**config.mk**
```make
export PLATFORM = sky130hd
export DESIGN_NAME = sme_alu_ctrl
export DESIGN_NICKNAME = d
export VERILOG_FILES = /design/src/rtl/sme_pkg.sv /design/src/rtl/sme_alu_ctrl.sv
export SDC_FILE = /design/constraint.sdc
export NUM_CORES = 1
export LEC_CHECK = 0
export ABC_CLOCK_PERIOD_IN_PS = 4600
export CAP_MARGIN = 20
export CORE_AREA = 2 2 313 315
export DETAILED_ROUTE_END_ITERATION = 8
export DIE_AREA = 0 0 315 317
export PLACE_DENSITY_LB_ADDON = 0.25
export SYNTH_ARGS = -nofsm -noshare
export SYNTH_HDL_FRONTEND = slang
export SYNTH_SLANG_ARGS = --single-unit
```
**constraint.sdc**
```tcl
create_clock -name g_clk -period 4.6 [get_ports g_clk]
set_input_delay 0.92 -clock g_clk [delete_from_list [all_inputs] [get_ports g_clk]]
set_output_delay 0.92 -clock g_clk [all_outputs]
set_load 0.005 [all_outputs]
```
**src/rtl/sme_pkg.sv**
```systemverilog
// Shared opcode, FSM state and operation-class definitions for the masked ALU sequencer.
package sme_pkg;

    typedef enum logic [3:0] {
        OP_XOR    = 4'd0,
        OP_XNOR   = 4'd1,
        OP_AND    = 4'd2,
        OP_OR     = 4'd3,
        OP_ANDN   = 4'd4,
        OP_ORN    = 4'd5,
        OP_ADD    = 4'd6,
        OP_SUB    = 4'd7,
        OP_SLL    = 4'd8,
        OP_SRL    = 4'd9,
        OP_ROR    = 4'd10,
        OP_NOT    = 4'd11,
        OP_MOV    = 4'd12,
        OP_MASK   = 4'd13,
        OP_REMASK = 4'd14,
        OP_UNMASK = 4'd15
    } sme_op_t;

    typedef enum logic [1:0] {
        ST_IDLE     = 2'd0,
        ST_WAIT_RNG = 2'd1,
        ST_EXEC     = 2'd2,
        ST_RESP     = 2'd3
    } sme_state_t;

    // Nonlinear ops mix shares and need a fresh guard-share word from the RNG.
    function automatic logic sme_is_nonlinear(input sme_op_t op);
        return op inside {OP_AND, OP_OR, OP_ANDN, OP_ORN, OP_ADD, OP_SUB, OP_MASK, OP_REMASK};
    endfunction

endpackage

```
**src/rtl/sme_alu_ctrl.sv**
```systemverilog
// Masked-ALU sequencer: latches one request, waits for fresh RNG on nonlinear ops, runs the external ALU, holds the result.
// Latency >= 2 cycles accept-to-response; req_ready only in IDLE, result held until rsp_ready, watchdog aborts a stalled ALU.
module sme_alu_ctrl
    import sme_pkg::*;
#(
    parameter int XLEN = 32,
    parameter int SMAX = 4,
    parameter int WDOG = 15,
    localparam int SW  = SMAX * XLEN - 1
) (
    input  logic        g_clk,
    input  logic        g_resetn,
    input  logic        flush,
    input  logic        req_valid,
    output logic        req_ready,
    input  logic [3:0]  req_op,
    input  logic [4:0]  req_shamt,
    input  logic [SW:0] req_rs1,
    input  logic [SW:0] req_rs2,
    output logic        rsp_valid,
    input  logic        rsp_ready,
    output logic [SW:0] rsp_rd,
    output logic        rsp_err,
    output logic        alu_valid,
    input  logic        alu_ready,
    output logic [3:0]  alu_op,
    output logic [4:0]  alu_shamt,
    output logic [SW:0] alu_rs1,
    output logic [SW:0] alu_rs2,
    input  logic [SW:0] alu_rd,
    input  logic        rng_fresh,
    output logic        rng_consume
);

    localparam logic [3:0] WDOG_LAST = 4'(WDOG - 1);

    sme_state_t  r_state;
    logic [3:0]  r_alu_op;
    logic [4:0]  r_alu_shamt;
    logic [SW:0] r_alu_rs1;
    logic [SW:0] r_alu_rs2;
    logic [SW:0] r_rsp_rd;
    logic        r_rsp_err;
    logic [3:0]  r_wdog;

    logic w_nonlin;
    logic w_done;

    assign w_nonlin    = sme_is_nonlinear(sme_op_t'(r_alu_op));
    assign w_done      = (r_state == ST_EXEC) && alu_ready && !flush;

    assign req_ready   = (r_state == ST_IDLE) && !flush;
    assign alu_valid   = (r_state == ST_EXEC);
    assign rsp_valid   = (r_state == ST_RESP);
    assign rng_consume = w_done && w_nonlin;

    assign alu_op      = r_alu_op;
    assign alu_shamt   = r_alu_shamt;
    assign alu_rs1     = r_alu_rs1;
    assign alu_rs2     = r_alu_rs2;
    assign rsp_rd      = r_rsp_rd;
    assign rsp_err     = r_rsp_err;

    always_ff @(posedge g_clk or negedge g_resetn) begin
        if (!g_resetn) begin
            r_state     <= ST_IDLE;
            r_alu_op    <= '0;
            r_alu_shamt <= '0;
            r_alu_rs1   <= '0;
            r_alu_rs2   <= '0;
            r_rsp_rd    <= '0;
            r_rsp_err   <= 1'b0;
            r_wdog      <= '0;
        end else if (flush) begin
            r_state <= ST_IDLE;
        end else begin
            case (r_state)
                ST_IDLE: begin
                    if (req_valid) begin
                        r_alu_op    <= req_op;
                        r_alu_shamt <= req_shamt;
                        r_alu_rs1   <= req_rs1;
                        r_alu_rs2   <= req_rs2;
                        r_wdog      <= '0;
                        r_state     <= (!sme_is_nonlinear(sme_op_t'(req_op)) || rng_fresh)
                                       ? ST_EXEC : ST_WAIT_RNG;
                    end
                end
                ST_WAIT_RNG: begin
                    if (rng_fresh) begin
                        r_wdog  <= '0;
                        r_state <= ST_EXEC;
                    end
                end
                ST_EXEC: begin
                    // A result arriving on the last watchdog cycle still counts as a completion.
                    if (alu_ready) begin
                        r_rsp_rd  <= alu_rd;
                        r_rsp_err <= 1'b0;
                        r_state   <= ST_RESP;
                    end else begin
                        r_wdog <= r_wdog + 4'd1;
                        if (r_wdog == WDOG_LAST) begin
                            r_rsp_rd  <= '0;
                            r_rsp_err <= 1'b1;
                            r_state   <= ST_RESP;
                        end
                    end
                end
                ST_RESP: begin
                    if (rsp_ready) begin
                        r_state <= ST_IDLE;
                    end
                end
                default: r_state <= ST_IDLE;
            endcase
        end
    end

endmodule
```
# Word-level counts from Yosys, hierarchy flattened
# Index checks and enable logic that the tools add are counted.
# totals
inputBits	400
register_bits	400
out_inout_bits	398
wordCells	69
# classes
addsub	1
n_mux	16
n_reduce_logical	16
bitwise	1
n_eq_ne	27
# ops
op	n
$mux 128	2
$eq 4x3->1 const B	8
$eq 4x4->1 const B	5
$eq 4x2->1 const B	4
$reduce_bool 8->1	2
$mux 2	7
$mux 4	3
$pmux 4 s3	1
$pmux 2 s4	1
$ne 2x2->1 const B	3
$ne 3x3->1 const B	2
$reduce_and 3->1	2
$reduce_and 5->1	1
$add 4x1->4 const B	1
$eq 2x2->1 const B	2
$logic_and 1x1->1	4
$ne 4x2->1 const B	1
$reduce_and 4->1	1
$ne 3x2->1 const B	1
$reduce_bool 3->1	1
$eq 2x1->1 const B	1
$logic_not 1->1	2
$logic_not 2->1	1
$mux 1	2
3 further kinds	3

# Depth between registers and ports, before layout
# depth
word_depth	8
depth_mapped	8
ltp_nobuf	6

# Least setup slack after synthesis
# OpenSTA, ideal clock, no wires.
# synth_path
kind	in2out
startpoint	input flush
endpoint	output rng_consume
arrival_time_ns	1.643
stages	6
path_slack_ns	2.037
path_buffers	3
required_ns	3.680
cell_sequence	inv_2 > and3_1 > buf_2 > buf_6 > buf_6 > nor2b_1
# synth_via
elab_chain_len	3
# synth_lines
item	line	rtl
start: declaration	sme_alu_ctrl.sv:13	input logic flush,
$logic_not 1->1	sme_alu_ctrl.sv:50	assign w_done = (r_state == ST_EXEC) && alu_ready && !flush;
$logic_and 1x1->1	sme_alu_ctrl.sv:50	
$logic_and 1x1->1	sme_alu_ctrl.sv:55	assign rng_consume = w_done && w_nonlin;
end: declaration	sme_alu_ctrl.sv:32	output logic rng_consume
# Every way passes these cells.

# Final worst setup path
# layout_path
startpoint	register r_state[0]
endpoint	output rng_consume
# layout_via
elab_chain_len	4
# layout_lines
item	line	rtl
start: declaration	sme_alu_ctrl.sv:37	sme_state_t r_state;
start signal: assignment	sme_alu_ctrl.sv:85	r_state <= (!sme_is_nonlinear(sme_op_t'(req_op)) || rng_fresh)
$eq 2x2->1	sme_alu_ctrl.sv:50	
$logic_and 1x1->1 (2 in a row)	sme_alu_ctrl.sv:50	
$logic_and 1x1->1	sme_alu_ctrl.sv:55	
# Every way passes these cells.

==> results.cfg <==
[grt]
grt_pass1_wl_um = 81540
grt_use_total_pct = 10.89
grt_start_max_net_pins = 89
antenna_found_initial = 7
grt_remaining_overflow = 0
grt_pass1_vias = 12010

[setup_path]
worstSetupEndpointType = output port
critical_path.max_fanout = 8
path_class = register to output port
arrival_ns = 2.53
worst_ep_required_time_ns = 3.68
startpoint_type = register

[clocking]
cts_max_path_buffers = 3
postCtsSetupBuffers = 0
clock-sinks = 400
clk_latency_ns = 0.62
cts_tree = done
cts_made_buffers = 50
cts_hold_buffers = 0
cts-resized-gates = 0
htree_num_levels = 2
cts_root_buf = clkbuf_16
clk_pin_slew_ns = 0.06

[route]
drc_errors = 0
num_vias = 11110
routed_wl_um = 56750
drt_iter0_drc = 404
vias_per_cell = 3.654
ant_nets = 0
drtPass1Iterations = 4
wl_per_cell_um = 18.66

[sta]
tightest_slew_ns = 1.026
fmax_mhz = 289.6
hold_violations = 0
finalCriticalPeriod_ns = 3.453
period_share_pct = 75.07
tns_ns = 0
setup_viol = 0
rsz0062_at_grt = false
slew_headroom_pct = 31.57
finClkSkew_ns = 0.02804
holdWs_ns = 0.2982
slew_viol_final = 0

[cells_and_area]
final_util_pct = 27.14
final_cell_mix = clkdlybuf4s50_1 (796), dfrtp_1 (400), mux2_1 (238)
fin_cells = 3041
nets = 2132
synthToLayoutAreaGrowth_pct = 73.81
layout_commonest_cell = clkdlybuf4s50_1
layout-drive-gt1-share_pct = 7.880

[power_and_ir_drop]
power_per_cell_area_mw_per_mm2 = 646.8
p_comb_share_pct = 37.9
leakagePower_nw = 10.84
p_seq_share_pct = 36.6
p_total_w = 0.01690
swShare_pct = 27.94
internal-power_w = 0.01218
peakVddDrop_mv = 0.3469
pwr-share-clk_pct = 25.4
p_switching_w = 0.004722

[placement]
dp_cells = 2948
io_buffers = 797
dp_hpwl_um = 42800
gp_congestion = 0.7726

[floorplan]
fp.dieH_um = 317
start_util_pct = 15.61
die_w_um = 315
core_mm2 = 0.09628
row_count = 114
die-area_mm2 = 0.09986
ios = 798

[logic_synthesis]
synth-edff-count = 0
synthFlopType = dfrtp_1
synthCells = 913
async_flop_share_pct = 100.0
synth.distinct_cells = 30
syn_nets = 1321
yosysWarnings = 0
synth_area_mm2 = 0.01503
ys_seq_elements = 400
ys_seq_area_share_pct = 66.59
avgSynthCellArea_um2 = 16.46

[min_path]
hold_path.class = primary input to async pin

[run]
drv_cap = 0

[outcome]
outcome = completed
[kinds of logic after synthesis]
family	count (synthesis)	synth area share, %
AOI/OAI and AO/OA	148	8.290
adders and majority gates	8	0.6659
and+or+nand+nor	27	0.9822
DFF	400	66.59
muxes	264	19.78
buffers and inverters	66	3.696
[per-stage QoR]
step / area [um^2] / setup slack (ns)
2_1_floorplan: 15030 / 2.037
3_5_place_dp: 24330 / 1.061
4_1_cts: 26130 / 1.044
6_report: 26130 / 1.147
3_3_place_gp: 24330 / 1.118
5_1_grt: 26130 / 0.9326
[critical path, stage by stage, from the launching register on]
cell             delay (ns)
dfrtp_1                0.44
inv_1                  0.14
ha_1                   0.35
and3_4                 0.26
nor2b_1                0.17
clkdlybuf4s50_1        0.55
[registers in the layout, summed over array words and instances, names as in the netlist]
name	flops
alu_op	4
rsp_err	1
rsp_rd	128
r_state	2
r_wdog	4
alu_shamt	5
alu_rs2	128
alu_rs1	128
[cell type report]
cell class	count	area (um^2)
inverters	8	30.03
clock inverters	23	354.1
fillers	9884	70150
flip-flops and latches	400	10010
well taps	1276	1597
multi-input cells	447	4497
repair buffers	817	8195
diodes	1	2.502
clock buffers	69	1443
[per-layer routing]
layer  wire, um  global-route usage [%]  part of all wire, %  vias up
li1           -                       -                    -     4957
met1      20720                   12.00                   37     5561
met2      28960                   19.06                   51      496
met3       5388                   4.324                  9.5       92
met4       1640                   3.593                  2.9        6
met5         40                       0                0.070        -
[path summary, 6_finish.rpt]
kind / startpoint / end / slack, ns / depth (start not counted)
max in group asynchronous: g_resetn / rsp_rd[75]$_DFFE_PN0P_ / 3.28 / 2
worst min register to register: alu_rs2[98]$_DFFE_PN0P_ / alu_rs2[98]$_DFFE_PN0P_ / 0.48 / 1
min in group g_clk: alu_rs2[98]$_DFFE_PN0P_ / alu_rs2[98]$_DFFE_PN0P_ / 0.48 / 1
worst max register to register: r_state[0]$_DFFE_PN0P_ / rsp_rd[94]$_DFFE_PN0P_ / 1.63 / 6
worst min-delay path: g_resetn / alu_rs2[41]$_DFFE_PN0P_ / 0.30 / 1
worst max-delay path: r_state[0]$_DFFE_PN0P_ / rng_consume / 1.15 / 5
[Yosys cell counts, types with 3 or more instances]
cell      count  share of area [%]
dfrtp_1     400                 67
buf_6        38                2.8
mux2_2       26                1.9
mux2_1      238                 18
ha_1          8               0.67
buf_2        18               0.60
nor2_1        3              0.075
nor2b_1       3               0.12
nand2_1       5               0.12
nand2b_1      6               0.25
inv_1         7               0.17
o21ai_0       9               0.30
a21oi_1       3               0.10
a22o_1      129                7.5
[power groups by stage]
stage                     Combinational, W  Clock (W)  Sequential (W)
final                              0.00641    0.00430         0.00619
after global routing               0.00691    0.00462         0.00642
after CTS                          0.00660    0.00448         0.00622
after detailed placement           0.00658          0         0.00624
after global placement             0.00653          0         0.00622
after floorplan                    0.00179          0         0.00627
Power figures use the tool's default switching activity.
